<file path="config.mk">
export PLATFORM = sky130hd
export DESIGN_NAME = usb_tx_param
export DESIGN_NICKNAME = d
export VERILOG_FILES = /design/src/rtl/usb_tx_pkg.sv /design/src/rtl/usb_tx_bit_encoder.sv /design/src/rtl/usb_tx_param.sv
export SDC_FILE = /design/constraint.sdc
export NUM_CORES = 1
export LEC_CHECK = 0
export ABC_AREA = 1
export BUFFER_PORTS_ARGS = -buffer_cell sky130_fd_sc_hd__buf_2
export CAP_MARGIN = 20
export CORE_MARGIN = 10
export CORE_UTILIZATION = 25
export CTS_BUF_LIST = sky130_fd_sc_hd__clkbuf_8
export DETAILED_ROUTE_END_ITERATION = 10
export SETUP_SLACK_MARGIN = 0.4
export SKIP_CTS_REPAIR_TIMING = 1
export SYNTH_ARGS = -nofsm -noshare
export SYNTH_HDL_FRONTEND = slang
export SYNTH_SLANG_ARGS = --single-unit
</file>
<file path="constraint.sdc">
create_clock -name clk -period 2.9 [get_ports clk]
set_clock_uncertainty 0.15 [all_clocks]
set_input_delay 0.58 -clock clk [delete_from_list [all_inputs] [get_ports clk]]
set_output_delay 0.58 -clock clk [all_outputs]
set_load 0.02 [all_outputs]
</file>
<file path="src/rtl/usb_tx_pkg.sv">
// Shared types and constants for the USB full-speed transmit encoder.
// Holds the packet codes, PID values, SYNC byte, CRC16 constants and the FSM state enum.
package usb_tx_pkg;

    typedef enum logic [2:0] {
        PKT_DATA0 = 3'd0,
        PKT_ACK   = 3'd1,
        PKT_NAK   = 3'd2,
        PKT_STALL = 3'd3,
        PKT_DATA1 = 3'd4
    } pkt_e;

    localparam logic [3:0] PID_DATA0 = 4'h3;
    localparam logic [3:0] PID_DATA1 = 4'hB;
    localparam logic [3:0] PID_ACK   = 4'h2;
    localparam logic [3:0] PID_NAK   = 4'hA;
    localparam logic [3:0] PID_STALL = 4'hE;

    localparam logic [7:0]  SYNC_BYTE = 8'h80;
    localparam logic [15:0] CRC_POLY  = 16'h8005;
    localparam logic [15:0] CRC_INIT  = 16'hFFFF;

    typedef enum logic [2:0] {
        ST_IDLE,
        ST_SYNC,
        ST_PID,
        ST_DATA,
        ST_CRC,
        ST_EOP_SE0,
        ST_EOP_J
    } state_e;

    function automatic logic [15:0] reflect16(input logic [15:0] v);
        logic [15:0] r;
        for (int i = 0; i < 16; i++) r[i] = v[15-i];
        return r;
    endfunction

    localparam logic [15:0] CRC_POLY_REFL = reflect16(CRC_POLY);

    // Bits enter LSB first, so the register shifts right against the reflected polynomial.
    function automatic logic [15:0] crc16_step(input logic [15:0] crc, input logic b);
        return (crc[0] ^ b) ? ((crc >> 1) ^ CRC_POLY_REFL) : (crc >> 1);
    endfunction

    function automatic logic is_data(input logic [2:0] p);
        return (p == PKT_DATA0) || (p == PKT_DATA1);
    endfunction

    function automatic logic [3:0] pid_of(input logic [2:0] p);
        case (p)
            PKT_ACK:   return PID_ACK;
            PKT_NAK:   return PID_NAK;
            PKT_STALL: return PID_STALL;
            PKT_DATA1: return PID_DATA1;
            default:   return PID_DATA0;
        endcase
    endfunction

endpackage

</file>
<file path="src/rtl/usb_tx_bit_encoder.sv">
// Bit-time engine: times each bit, inserts stuffed zeros and drives the NRZI/SE0 line levels.
// bit_ready marks the edge at which the presented bit is accepted onto the line.
module usb_tx_bit_encoder #(
    parameter int CLKS_PER_BIT = 1
) (
    input  logic clk,
    input  logic rst,
    input  logic bit_in,
    input  logic se0,
    input  logic bit_valid,
    output logic bit_ready,
    output logic dp,
    output logic dm,
    output logic busy
);
    localparam int CW = (CLKS_PER_BIT > 1) ? $clog2(CLKS_PER_BIT) : 1;

    logic [CW-1:0] cnt;
    logic [2:0]    ones;
    logic          level;
    logic          period_end;
    logic          stuff_due;

    assign period_end = !busy || (cnt == CW'(CLKS_PER_BIT - 1));
    assign stuff_due  = busy && (ones == 3'd6);
    assign bit_ready  = bit_valid && period_end && !stuff_due;

    // SE0 parks the NRZI level at J, so a following raw 1 produces the EOP J bit.
    always_ff @(posedge clk or posedge rst) begin
        if (rst) begin
            cnt   <= '0;
            ones  <= 3'd0;
            level <= 1'b1;
            dp    <= 1'b1;
            dm    <= 1'b0;
            busy  <= 1'b0;
        end else if (!period_end) begin
            cnt <= cnt + 1'b1;
        end else begin
            cnt <= '0;
            if (stuff_due) begin
                level <= ~level;
                dp    <= ~level;
                dm    <= level;
                ones  <= 3'd0;
            end else if (bit_valid && se0) begin
                level <= 1'b1;
                dp    <= 1'b0;
                dm    <= 1'b0;
                ones  <= 3'd0;
                busy  <= 1'b1;
            end else if (bit_valid && bit_in) begin
                dp    <= level;
                dm    <= ~level;
                ones  <= ones + 3'd1;
                busy  <= 1'b1;
            end else if (bit_valid) begin
                level <= ~level;
                dp    <= ~level;
                dm    <= level;
                ones  <= 3'd0;
                busy  <= 1'b1;
            end else begin
                level <= 1'b1;
                dp    <= 1'b1;
                dm    <= 1'b0;
                ones  <= 3'd0;
                busy  <= 1'b0;
            end
        end
    end

endmodule

</file>
<file path="src/rtl/usb_tx_param.sv">
// USB full-speed transmit encoder: packet FSM, byte shifter, payload counter and serial CRC16.
// Line timing, stuffing and NRZI live in usb_tx_bit_encoder.
module usb_tx_param
    import usb_tx_pkg::*;
#(
    parameter int CLKS_PER_BIT  = 1,
    parameter int MAX_PKT_BYTES = 64,
    parameter int OCC_W         = $clog2(MAX_PKT_BYTES + 1)
) (
    input  logic             clk,
    input  logic             rst,
    input  logic             TX_Start,
    input  logic [2:0]       TX_Packet,
    input  logic [OCC_W-1:0] Buffer_Occupancy,
    input  logic [7:0]       TX_Packet_Data,
    output logic             Dplus_Out,
    output logic             Dminus_Out,
    output logic             TX_Transfer_Active,
    output logic             TX_Error,
    output logic             Get_TX_Packet_Data
);
    state_e           state;
    logic [2:0]       pkt;
    logic [OCC_W-1:0] len_left;
    logic [15:0]      shreg;
    logic [15:0]      crc;
    logic [15:0]      crc_next;
    logic [3:0]       bit_cnt;
    logic             need_byte;
    logic             err;
    logic             raw_bit;
    logic             se0_req;
    logic             bit_valid;
    logic             bit_ready;
    logic             enc_busy;
    logic             underrun;

    assign underrun = (state == ST_DATA) && need_byte && (Buffer_Occupancy == '0);
    assign crc_next = crc16_step(crc, raw_bit);

    always_comb begin
        raw_bit   = shreg[0];
        se0_req   = 1'b0;
        bit_valid = 1'b1;
        case (state)
            ST_IDLE:    bit_valid = 1'b0;
            ST_DATA: begin
                if (need_byte) begin
                    raw_bit = TX_Packet_Data[0];
                    se0_req = underrun;
                end
            end
            ST_EOP_SE0: se0_req = 1'b1;
            ST_EOP_J:   raw_bit = 1'b1;
            default:    ;
        endcase
    end

    // The pop is qualified by the encoder's accept strobe so it lands on the byte-start boundary.
    assign Get_TX_Packet_Data = (state == ST_DATA) && need_byte && !underrun && bit_ready;
    assign TX_Transfer_Active = enc_busy;
    assign TX_Error           = err;

    always_ff @(posedge clk or posedge rst) begin
        if (rst) begin
            state     <= ST_IDLE;
            pkt       <= 3'd0;
            len_left  <= '0;
            shreg     <= 16'h0000;
            crc       <= CRC_INIT;
            bit_cnt   <= 4'd0;
            need_byte <= 1'b0;
            err       <= 1'b0;
        end else if (state == ST_IDLE) begin
            // Wait for the encoder to finish the EOP J bit before accepting a new packet.
            if (TX_Start && !enc_busy) begin
                pkt      <= TX_Packet;
                len_left <= Buffer_Occupancy;
                if (TX_Packet > 3'd4) begin
                    err <= 1'b1;
                end else if (is_data(TX_Packet) && (Buffer_Occupancy > OCC_W'(MAX_PKT_BYTES))) begin
                    err <= 1'b1;
                end else begin
                    err       <= 1'b0;
                    state     <= ST_SYNC;
                    shreg     <= {8'h00, SYNC_BYTE};
                    bit_cnt   <= 4'd0;
                    need_byte <= 1'b0;
                end
            end
        end else if (bit_ready) begin
            bit_cnt <= bit_cnt + 4'd1;
            shreg   <= shreg >> 1;
            case (state)
                ST_SYNC: begin
                    if (bit_cnt == 4'd7) begin
                        state   <= ST_PID;
                        shreg   <= {8'h00, ~pid_of(pkt), pid_of(pkt)};
                        bit_cnt <= 4'd0;
                        crc     <= CRC_INIT;
                    end
                end
                ST_PID: begin
                    if (bit_cnt == 4'd7) begin
                        bit_cnt <= 4'd0;
                        if (!is_data(pkt)) begin
                            state <= ST_EOP_SE0;
                        end else if (len_left == '0) begin
                            state <= ST_CRC;
                            shreg <= ~crc;
                        end else begin
                            state     <= ST_DATA;
                            need_byte <= 1'b1;
                        end
                    end
                end
                ST_DATA: begin
                    if (underrun) begin
                        // The first SE0 bit was accepted at this edge.
                        err     <= 1'b1;
                        state   <= ST_EOP_SE0;
                        bit_cnt <= 4'd1;
                    end else begin
                        crc <= crc_next;
                        if (need_byte) begin
                            shreg     <= {9'h000, TX_Packet_Data[7:1]};
                            need_byte <= 1'b0;
                            len_left  <= len_left - 1'b1;
                        end else if (bit_cnt == 4'd7) begin
                            bit_cnt <= 4'd0;
                            if (len_left == '0) begin
                                state <= ST_CRC;
                                shreg <= ~crc_next;
                            end else begin
                                need_byte <= 1'b1;
                            end
                        end
                    end
                end
                ST_CRC: begin
                    if (bit_cnt == 4'd15) begin
                        state   <= ST_EOP_SE0;
                        bit_cnt <= 4'd0;
                    end
                end
                ST_EOP_SE0: begin
                    if (bit_cnt == 4'd1) begin
                        state   <= ST_EOP_J;
                        bit_cnt <= 4'd0;
                    end
                end
                ST_EOP_J:   state <= ST_IDLE;
                default:    state <= ST_IDLE;
            endcase
        end
    end

    usb_tx_bit_encoder #(
        .CLKS_PER_BIT(CLKS_PER_BIT)
    ) u_enc (
        .clk       (clk),
        .rst       (rst),
        .bit_in    (raw_bit),
        .se0       (se0_req),
        .bit_valid (bit_valid),
        .bit_ready (bit_ready),
        .dp        (Dplus_Out),
        .dm        (Dminus_Out),
        .busy      (enc_busy)
    );

endmodule

</file>
* After elaboration in Yosys (flattened, before gate mapping) *
Cells that the tools add are included.

storage, ports and cells
  input port bits = 21
  register bits = 59

cells by class
  bitwise gates (word level) = 9
  $lt $le $gt $ge = 2
  reductions and logical operators = 37
  equality and inequality tests = 31
  multiplexer cells = 97
  add/subtract/negate cells = 4

operators with widths
  cell                number
  $mux 16             15
  $mux 4              14
  $mux 3              18
  $pmux 16 s3         1
  $mux 7              6
  $mux 1              35
  $not 16->16         2
  $pmux 16 s2         1
  $pmux 4 s4          2
  $eq 3x3->1 const B  6
  $ne 3x3->1 const B  6
  $mux 15             1
  $pmux 3 s5          1
  $logic_not 7->1     2
  $eq 3x2->1 const B  4
  $logic_and 1x1->1   11
  $reduce_and 11->1   1
  $reduce_and 5->1    2
  $reduce_bool 2->1   5
  $logic_not 3->1     3
  $reduce_and 9->1    1
  $ne 2x2->1 const B  4
  $ne 4x2->1 const B  2
  $reduce_and 4->1    2
  23 further kinds    35

* Logic depth before layout (Yosys ltp) *
Gate-level depths: netlist (run 1).

  depth in word-level cells = 12
  mapped depth = 14

* By module *
A second synthesis (run 1) with hierarchy kept.

second synthesis, totals
  cell total of the unflattened synthesis = 587
  area total of the unflattened synthesis = 4,160.2 µm²

modules (own cells, without submodules)
  module              instances  area each (µm²)  cells each
  usb_tx_param        1          3,747.3          533
  usb_tx_bit_encoder  1          412.9            54

* Worst setup path before layout (run 1) *
No wires, ideal clock.

  path kind = register -> output
  start = reg u_enc.ones[0]
  end = out Get_TX_Packet_Data
  path slack = 589 ps
  buffers on the path = 1
  stages on the path, launching flop included = 9
  data required time = 2,170 ps
  arrival time = 1,581 ps
  cell sequence = dfrtp_1 > inv_1 > ha_1 > nand3_1 > nand2_1 > nor2_8 > inv_4 > buf_2 > nor2_1

on the way
  word-level cells in the longest chain between the ends = 5

RTL lines
  item                    RTL line                  RTL
  start, declared         usb_tx_bit_encoder.sv:19  logic [2:0] ones;
  start signal, assigned  usb_tx_bit_encoder.sv:55  ones <= ones + 3'd1;
  $eq 3x3->1              usb_tx_bit_encoder.sv:25  assign stuff_due = busy && (ones == 3'd6);
  $logic_and 1x1->1       usb_tx_bit_encoder.sv:25
  $logic_not 1->1         usb_tx_bit_encoder.sv:26  assign bit_ready = bit_valid && period_end && !stuff_due;
  $logic_and 1x1->1       usb_tx_bit_encoder.sv:26
  $logic_and 1x1->1       usb_tx_param.sv:60        assign Get_TX_Packet_Data = (state == ST_DATA) && need_byte && !underrun && bit_ready;
  end, declared           usb_tx_param.sv:20        output logic Get_TX_Packet_Data

Every way passes these cells.

* Final worst setup path (run 1) *
  start = reg state[2]
  end = out Get_TX_Packet_Data

on the way
  word-level cells in the longest chain between the ends = 6

RTL lines
  item                    RTL line                                RTL
  start, declared         usb_tx_param.sv:22                      state_e state;
  start signal, assigned  usb_tx_param.sv:66                      state <= ST_IDLE;
  start signal, assigned  usb_tx_param.sv:85                      state <= ST_SYNC;
  start signal, assigned  usb_tx_param.sv:97                      state <= ST_PID;
  $eq 3x2->1              usb_tx_param.sv:38, usb_tx_param.sv:60
  $logic_and 1x1->1       usb_tx_param.sv:38, usb_tx_param.sv:60
  $logic_and 1x1->1       usb_tx_param.sv:38                      assign underrun = (state == ST_DATA) && need_byte && (Buffer_Occupancy == '0);
  $logic_not 1->1         usb_tx_param.sv:60
  $logic_and 1x1->1       usb_tx_param.sv:60
  $logic_and 1x1->1 *     usb_tx_param.sv:60

Every way passes the cells marked *; elsewhere a longest branch is shown, timed or not.

==> results of run 1 <==
worst min-delay path by stage:
| stage | start | end | slack, ps | cells after the start |
|---|---|---|---|---|
| 2_1_floorplan | shreg[11]$_DFFE_PP0P_ | shreg[10]$_DFFE_PP0P_ | 300 | 2 |
| 3_3_place_gp | shreg[10]$_DFFE_PP0P_ | shreg[9]$_DFFE_PP0P_ | 330 | 2 |
| 3_5_place_dp | u_enc.dm$_DFFE_PP0N_ | u_enc.dm$_DFFE_PP0N_ | 330 | 1 |
| 4_1_cts | rst | len_left[3]$_DFFE_PP0P_ | 110 | 3 |
| 5_1_grt | rst | len_left[3]$_DFFE_PP0P_ | 130 | 3 |
| 6_report | rst | len_left[3]$_DFFE_PP0P_ | 80 | 3 |
registers in the layout (all words and copies together) (netlist names), 3 cells and up:
signal / flops
pkt: 3
bit_cnt: 4
state: 3
u_enc.ones: 3
shreg: 16
crc: 16
len_left: 7
per-layer routing:
metal  part of all wire, %  global-route usage [%]  wire length [um]
met5                     0                       0                 0
met4                   2.0                    4.50               221
met3                   6.7                    2.72               756
met2                    43                    15.7              4900
met1                    48                    14.7              5440
cells in the final DEF (no fill, tap or decap), types with 3 or more instances in the layout:
master	instances
dfstp_2	18
nand2_1	138
o22ai_1	8
buf_2	24
o21ai_0	36
dfrtp_1	39
nand3_2	3
buf_4	21
o31ai_1	3
inv_1	68
nor2_1	29
o21ai_2	3
nand2_4	5
nor2_2	5
nand4_1	5
bufinv_16	3
o211ai_1	5
o21ai_1	11
ha_1	7
nor3_1	4
nand2_2	8
a21boi_1	4
clkbuf_8	12
a21oi_1	23
a22oi_1	19
nand3_1	40
inv_2	8
nor2_4	8
cells by family after synthesis:
logic type,after synthesis,share of synthesized area [%]
xor gates and xnor gates,3,0.661
muxes,1,0.283
DFF,59,37.7
adders and majority gates,7,2.20
other,1,0.0943
buffers and inverters,88,9.15
and+or+nand+nor,252,30.7
AOI/OAI and AO/OA,122,19.2
final cells by class:
class	instances	share of cell area, %
multi-input combinational	386	44.6
sequential	59	31.3
inverter	79	6.60
timing repair buffer	47	6.44
tap	216	5.63
clock buffer	12	3.44
clock inverter	4	1.98
where the power goes:
group          internal (mW)  switching [mW]
logic                  0.785            1.46
clock network          0.640           0.353
registers               1.05           0.189
total                   2.47            2.00
through the flow:
stage / utilization (%) / std cells / setup slack, ps / power, mW / cell area (um^2)
2_1_floorplan: - / 533 / 589 / 2.73 / 3980
3_3_place_gp: 27.9 / 772 / 544 / 3.24 / 4380
5_1_grt: 30.5 / 803 / 399 / 4.79 / 4800
4_1_cts: 29.5 / 788 / 156 / 4.26 / 4640
3_5_place_dp: 27.9 / 772 / 564 / 3.26 / 4380
6_report: 30.5 / 803 / 501 / 4.47 / 4800
critical path, cell delays in order, from the launching register on:
cell     delay [ps]
dfrtp_1         390
inv_2           150
nand3_4         200
nor2_4          190
o21ai_2         140
nor2_4          110
buf_6           120
==> results.ini, run 1 <==
[outcome]
run_status=finished clean

[detailed_routing]
drc_errors=0
wirelength_mm=11.3
vias_per_cell=4.67
dr.pass1.iters=6
antenna_left=0
vias=3754
avgRoutedWirePerCell_um=14.1
drt_iter0_markers=434

[floorplan]
io_pins=26
chipHeight_um=146
core.rowCount=46
core_area_mm2=0.0157
die_area_mm2=0.0214
initial_utilization_pct=25.3
die_x_um=146

[placed_design]
routabilityCongestion=0.890
port_buffers=25
dp_hpwl_mm=8.42

[sta]
hold_ws_ps=77.8
finalCriticalPeriod_ps=2400
finalCritPeriodShare_pct=82.7
drv_slew=0
rsz0062_at_grt=false
fmax_mhz=417
finalHoldViolations=0
finalSetupTns_ps=0
setup_viol_count_final=0

[logic_synthesis]
syn_area_mm2=0.00398
ys_ff_latch=59
seq_area_frac_synth_pct=37.7
syn_area_per_cell_um2=7.46
netlist_top_cells_area=dfrtp_1 (26%), nand2_1 (13%), dfstp_2 (12%)
yosys-top-cells-count=nand2_1 (139), inv_1 (69), dfrtp_1 (41), nand3_1 (41), o21ai_0 (36)
synthFlopType=dfrtp_1
yosysTopAreaCellShare_pct=25.8
synth_cell_type_count=47
synth_edf_count=0
synth_top_cell_by_area=dfrtp_1
ys_warn_count=0
synthArstFlopShare_pct=100
syn_inst=533
synthesis.nets=561
yosysMostFrequentCell=nand2_1

[worst_setup_path]
critPathLaunch=state[2]$_DFFE_PP0P_
worstPathArrival_ps=1670
cp_data_required_time_ps=2170
crit_fanout=9
reg2regPathDepth=10
reg2reg_slack_ps=580
critPathCaptureType=output pin
crit_end=Get_TX_Packet_Data
critPathLaunchType=register
r2r_end=crc[0]$_DFFE_PP1P_
crit_type=reg2out
r2r-start=u_enc.ones[0]$_DFFE_PP0N_

[cells_and_area]
insertedDiodeCount=0
areaGrowthSynthToFinish_pct=20.6
drive_gt1_share_pct=23.5
regArea_mm2=0.00150
final_net_count=610
multi_input_area_mm2=0.00214
fillers=1682

[global_route]
grt_pass1_vias=3553
grt_usage_pct=10.7
grt_pass1_wl_mm=18.7
grt_max_degree=60
antenna_found_initial=0
overflow=0

[clocking]
clock_latency_ps=370
cts_buffer_depth=2
cts_buffers=9
clk_pin_slew_ps=70
cts_num_sinks=59
root_buffer=clkbuf_8
cts_tree=yes
cts_max_level=3

[hold_path]
hold_class=in2async

[pwr]
powerDensity_mw_per_mm2=932
ir_drop_mv=0.387
p_leak_nw=2.29

[job]
cap_violations=0

(Power assumes the default switching activity.)
==> inputs of run 2 (changes only) <==
clock period = 2.49 ns   (was 2.9 ns; I/O delays follow)
==> results.ini, run 2 (synthesis gave the netlist of run 1 again) <==
[cells_and_area]
post-route-util_pct=32.0  ; was 30.5%
largestRegisters=crc (16), shreg (16), len_left (7)  ; unchanged
final_net_count=625  ; was 610
fillers=1649  ; was 1682
drive_gt1_share_pct=27.9  ; was 23.5%
regArea_mm2=0.00150  ; about the same
areaGrowthSynthToFinish_pct=26.5  ; was 20.6%
layout_common_cells=nand2_1 (136), inv_1 (68), nand3_1 (40), dfrtp_1 (38), o21ai_0 (35)  ; was nand2_1 (138), inv_1 (68), nand3_1 (40), dfrtp_1 (39), o21ai_0 (36)
layout_commonest_cell=nand2_1  ; unchanged
multi_input_area_mm2=0.00225  ; was 0.00214 mm^2
insertedDiodeCount=0  ; unchanged

[sta]
finalHoldViolations=0  ; unchanged
finalCriticalPeriod_ps=2280
finalSetupTns_ps=0  ; unchanged
rsz0062_at_grt=true  ; was false
finalCritPeriodShare_pct=91.4
fmax_mhz=439
setup_viol_count_final=0  ; unchanged
drv_slew=0  ; unchanged

[global_route]
grt_max_degree=60  ; unchanged
antenna_found_initial=0  ; unchanged
overflow=0  ; unchanged
grt_pass1_wl_mm=18.5  ; was 18.7 mm
grt_usage_pct=10.6  ; was 10.7%
grt_pass1_vias=3567  ; was 3553

[detailed_routing]
antenna_left=0  ; unchanged
avgRoutedWirePerCell_um=14.4  ; was 14.1 um
wirelength_mm=11.8  ; was 11.3 mm
vias_per_cell=4.75  ; was 4.67
vias=3889  ; was 3754
drc_errors=0  ; unchanged
drt_iter0_markers=331  ; was 434
dr.pass1.iters=5  ; was 6

[worst_setup_path]
worstPathArrival_ps=1630  ; was 1670 ps
cp_cell_sequence=inv_1 -> ha_2 -> nand3_4 -> nand2_4 -> nor2_8 -> inv_8 -> nor2_4 -> buf_6  ; was inv_2 -> nand3_4 -> nor2_4 -> o21ai_2 -> nor2_4 -> buf_6
r2r_end=state[2]$_DFFE_PP0P_  ; was crc[0]$_DFFE_PP1P_
cp_slowest_stage_delay_ps=380  ; was 390 ps
crit_type=reg2out  ; unchanged
critPathSlowestCell=dfrtp_1  ; unchanged
crit_fanout=5  ; was 9
r2r-start=len_left[0]$_DFFE_PP0P_  ; was u_enc.ones[0]$_DFFE_PP0N_
reg2reg_slack_ps=440  ; was 580 ps
reg2regPathDepth=10  ; unchanged
critPathLaunchType=register  ; unchanged
cp_data_required_time_ps=1840  ; was 2170 ps
critPathCaptureType=output pin  ; unchanged

[pwr]
ir_drop_mv=0.544  ; was 0.387 mV
p_leak_nw=2.38  ; was 2.29 nW
power.total_mw=5.37  ; was 4.47 mW
powerDensity_mw_per_mm2=1070  ; was 932 mW/mm^2

[clocking]
root_buffer=clkbuf_8  ; unchanged
cts_max_level=3  ; unchanged
cts_tree=yes  ; unchanged
cts_buffer_depth=2  ; unchanged
cts_buffers=9  ; unchanged
clk_pin_slew_ps=70  ; about the same
clock_latency_ps=380  ; was 370 ps
cts_num_sinks=59  ; unchanged

[job]
cap_violations=0  ; unchanged

[placed_design]
dp_hpwl_mm=8.34  ; was 8.42 mm
routabilityCongestion=0.901  ; was 0.890
port_buffers=25  ; unchanged

[floorplan]
io_pins=26  ; unchanged
core_area_mm2=0.0157  ; unchanged
initial_utilization_pct=25.3  ; unchanged
core.rowCount=46  ; unchanged
die_x_um=146  ; unchanged
die_area_mm2=0.0214  ; unchanged
chipHeight_um=146  ; unchanged

[outcome]
run_status=finished clean  ; unchanged

[hold_path]
hold_class=in2async  ; unchanged

==> run 2: cell types whose count changed in the layout (fill, tap and decap cells not counted), sizes merged <==
cell / previous run / this run
inv: 78 / 79
clkbuf: 12 / 9
clkinv: 2 / 1
clkinvlp: 0 / 2
bufinv: 3 / 4
buf: 47 / 62
==> run 2: critical path: cells and delay by family (launching register included) <==
| kind | cells | cell delay (ps) |
|---|---|---|
| adders and majority gates | 1 | 190 |
| buffers and inverters | 3 | 240 |
| DFF | 1 | 380 |
| and+or+nand+nor | 4 | 430 |
==> run 2: final cells by class <==
class                   instances  share of cell area, %
clock buffers                   9                   2.46
multi-input cells             386                   44.8
flip-flops and latches         59                   29.9
well taps                     216                   5.37
repair buffers                 62                   8.53
inverters                      79                   6.24
clock inverters                 7                   2.78
==> run 2: worst max-delay path by stage <==
| stage | from | end | slack [ps] |
|---|---|---|---|
| floorplan | rst | TX_Error$_DFFE_PP0P_ | 420 |
| detailed placement | Buffer_Occupancy[0] | bit_cnt[2]$_DFFE_PP0P_ | 260 |
| CTS | u_enc.ones[0]$_DFFE_PP0N_ | Get_TX_Packet_Data | -100 |
| global route | u_enc.ones[0]$_DFFE_PP0N_ | Get_TX_Packet_Data | 130 |
| finish | u_enc.ones[0]$_DFFE_PP0N_ | Get_TX_Packet_Data | 210 |
| global placement | Buffer_Occupancy[0] | bit_cnt[2]$_DFFE_PP0P_ | 230 |
==> run 2: metrics by stage <==
| step | setup slack (ps) | hold slack (ps) | cell area [um^2] | instances |
|---|---|---|---|---|
| global placement | 226 | 323 | 4410 | 774 |
| finish | 214 | 15.9 | 5030 | 818 |
| CTS | -99.5 | 31.8 | 4670 | 790 |
| detailed placement | 258 | 330 | 4410 | 774 |
| floorplan | 415 | 302 | 3990 | 533 |
| global route | 129 | 66.3 | 5030 | 818 |
==> run 2: metal layers <==
metal | vias up | part of all wire (%) | GRT usage [%]
met1 | 1847 | 45 | 13.8
met2 | 125 | 47 | 16.4
met4 | 0 | 2.2 | 4.35
met3 | 20 | 5.4 | 2.63
met5 | - | 0 | 0
li1 | 1897 | - | -
==> run 2: where the power goes <==
group	internal, mW	switching, mW
Combinational	0.961	1.76
Sequential	1.22	0.221
Clock	0.763	0.444
Total	2.94	2.43
==> inputs of run 3 (changes only) <==
clock period = 2.3 ns   (was 2.49 ns; I/O delays follow)
==> results.ini, run 3 (synthesis gave the netlist of run 1 again) <==
[pwr]
p_leak_nw=2.57  ; was 2.38 nW
powerDensity_mw_per_mm2=1150  ; was 1070 mW/mm^2
ir_drop_mv=0.431  ; was 0.544 mV

[floorplan]
io_pins=26  ; unchanged
die_area_mm2=0.0214  ; unchanged
chipHeight_um=146  ; unchanged
core.rowCount=46  ; unchanged
die_x_um=146  ; unchanged
core_area_mm2=0.0157  ; unchanged
initial_utilization_pct=25.3  ; unchanged

[cells_and_area]
layout_common_cells=nand2_1 (127), inv_1 (66), dfrtp_1 (39), buf_4 (39), nand3_1 (33)  ; was nand2_1 (136), inv_1 (68), nand3_1 (40), dfrtp_1 (38), o21ai_0 (35)
insertedDiodeCount=0  ; unchanged
drive_gt1_share_pct=35.7  ; was 27.9%
largestRegisters=crc (16), shreg (16), len_left (7)  ; unchanged
final_cells=843  ; was 818
areaGrowthSynthToFinish_pct=39.9  ; was 26.5%
final_net_count=650  ; was 625
post-route-util_pct=35.4  ; was 32.0%
layout_commonest_cell=nand2_1  ; unchanged

[worst_setup_path]
cp_data_required_time_ps=1690  ; was 1840 ps
crit_family=simple AND/OR/NAND/NOR gates  ; unchanged
crit_type=reg2out  ; unchanged
critPathLaunch=u_enc.ones[0]$_DFFE_PP0N_  ; unchanged
critPathLaunchType=register  ; unchanged
r2r-start=state[0]$_DFFE_PP0P_  ; was len_left[0]$_DFFE_PP0P_
cp_slowest_stage_delay_ps=390  ; was 380 ps
reg2reg_slack_ps=190  ; was 440 ps
critPathCaptureType=output pin  ; unchanged
critPathSlowestCell=dfrtp_1  ; unchanged
cp_cell_sequence=inv_1 -> ha_2 -> nand3_2 -> nand2_4 -> nor2_8 -> inv_8 -> nor2_4 -> buf_6  ; was inv_1 -> ha_2 -> nand3_4 -> nand2_4 -> nor2_8 -> inv_8 -> nor2_4 -> buf_6
path_buf_inv=3  ; unchanged
crit_fanout=9  ; was 5
reg2regPathDepth=13  ; was 10
worstPathArrival_ps=1620  ; was 1630 ps
r2r_end=shreg[12]$_DFFE_PP0P_  ; was state[2]$_DFFE_PP0P_

[sta]
rsz0062_at_grt=true  ; unchanged
finalCriticalPeriod_ps=2230
hold_ws_ps=210  ; was 15.9 ps
setup_viol_count_final=0  ; unchanged
finalCritPeriodShare_pct=96.9
finalHoldViolations=0  ; unchanged
fmax_mhz=449
finalWorstSetupSlack_ps=70.8  ; was 214 ps
drv_slew=0  ; unchanged

[detailed_routing]
vias_per_cell=4.73  ; was 4.75
avgRoutedWirePerCell_um=15.2  ; was 14.4 um
drc_errors=0  ; unchanged
drt_iter0_markers=383  ; was 331
antenna_left=0  ; unchanged
vias=3991  ; was 3889
wirelength_mm=12.8  ; was 11.8 mm
dr.pass1.iters=6  ; was 5

[global_route]
grt_max_degree=33  ; was 60
grt_usage_pct=10.8  ; was 10.6%
grt_pass1_wl_mm=18.9  ; was 18.5 mm
antenna_found_initial=0  ; unchanged
grt_pass1_vias=3627  ; was 3567
overflow=0  ; unchanged

[placed_design]
port_buffers=25  ; unchanged
routabilityCongestion=0.916  ; was 0.901
dp_hpwl_mm=8.62  ; was 8.34 mm
pre_cts_ws_ps=90.5  ; was 258 ps
dp_cells=781  ; was 774

[clocking]
cts_num_sinks=59  ; unchanged
cts_buffer_depth=2  ; unchanged
clock_latency_ps=360  ; was 380 ps
cts_buffers=9  ; unchanged
clk_pin_slew_ps=70  ; about the same
root_buffer=clkbuf_8  ; unchanged
cts_tree=yes  ; unchanged
cts_max_level=3  ; unchanged

[hold_path]
hold_class=in2reg  ; was in2async
hold_depth=2
hp-start=TX_Packet[2]
min_to=pkt[2]$_DFFE_PP0P_

[outcome]
run_status=finished clean  ; unchanged

[job]
cap_violations=0  ; unchanged

-- run 3: cell types whose count changed in the layout (fill, tap and decap cells not counted), moves of 4 or more --
cell / before / now
nand2_1: 136 / 127
buf_6: 3 / 18
nor2_4: 10 / 15
buf_4: 34 / 39
nor2_1: 26 / 22
nand2_8: 0 / 4
nand2_2: 7 / 11
o21ai_0: 35 / 29
nand3_1: 40 / 33
nand3_2: 1 / 6
-- run 3: worst register-to-register path, cell delays in order (launching register included) --
cell	delay [ps]
dfrtp_2	470
buf_6	150
buf_4	120
nand2_2	80
nor2_4	70
buf_4	150
nand2_2	110
inv_1	90
o21ai_2	200
nand3_2	130
nand2_1	90
o21ai_2	80
nand2_1	70
nand3_1	60
-- run 3: area by class of cell --
class	count	area, um^2
fillers	1589	10100
flip-flops and latches	59	1500
inverters	79	340
clock buffers	9	124
well taps	216	270
clock inverters	7	133
repair buffers	87	721
multi-input cells	386	2480
-- run 3: stage by stage --
stage	area [um^2]	TNS (ps)	power, mW
after floorplan	4000	0	3.46
after global placement	4480	0	4.18
after detailed placement	4480	0	4.19
after CTS	4740	-172	5.47
after global routing	5570	-33.8	6.82
final	5570	0	6.37
-- run 3: how the worst max path moves through the flow --
stage	end	slack (ps)	cells after the start
global route	Get_TX_Packet_Data	-30	8
finish	Get_TX_Packet_Data	70	8
floorplan	Get_TX_Packet_Data	300	8
CTS	Get_TX_Packet_Data	-170	8
global placement	bit_cnt[2]$_DFFE_PP0P_	140	9
detailed placement	bit_cnt[2]$_DFFE_PP0P_	90	9
-- run 3: power breakdown --
group	total (mW)	internal (mW)	switching [mW]
clock network	1.26	0.820	0.441
registers	1.56	1.32	0.240
logic	3.55	1.36	2.20
total	6.37	3.50	2.88
-- run 3: metal layers --
layer | track usage, % | wire length (um) | vias to the layer above
met5 | 0 | 0 | -
met1 | 14.2 | 5650 | 1861
li1 | - | - | 1962
met2 | 16.9 | 6070 | 134
met4 | 3.70 | 405 | 0
met3 | 2.29 | 649 | 34
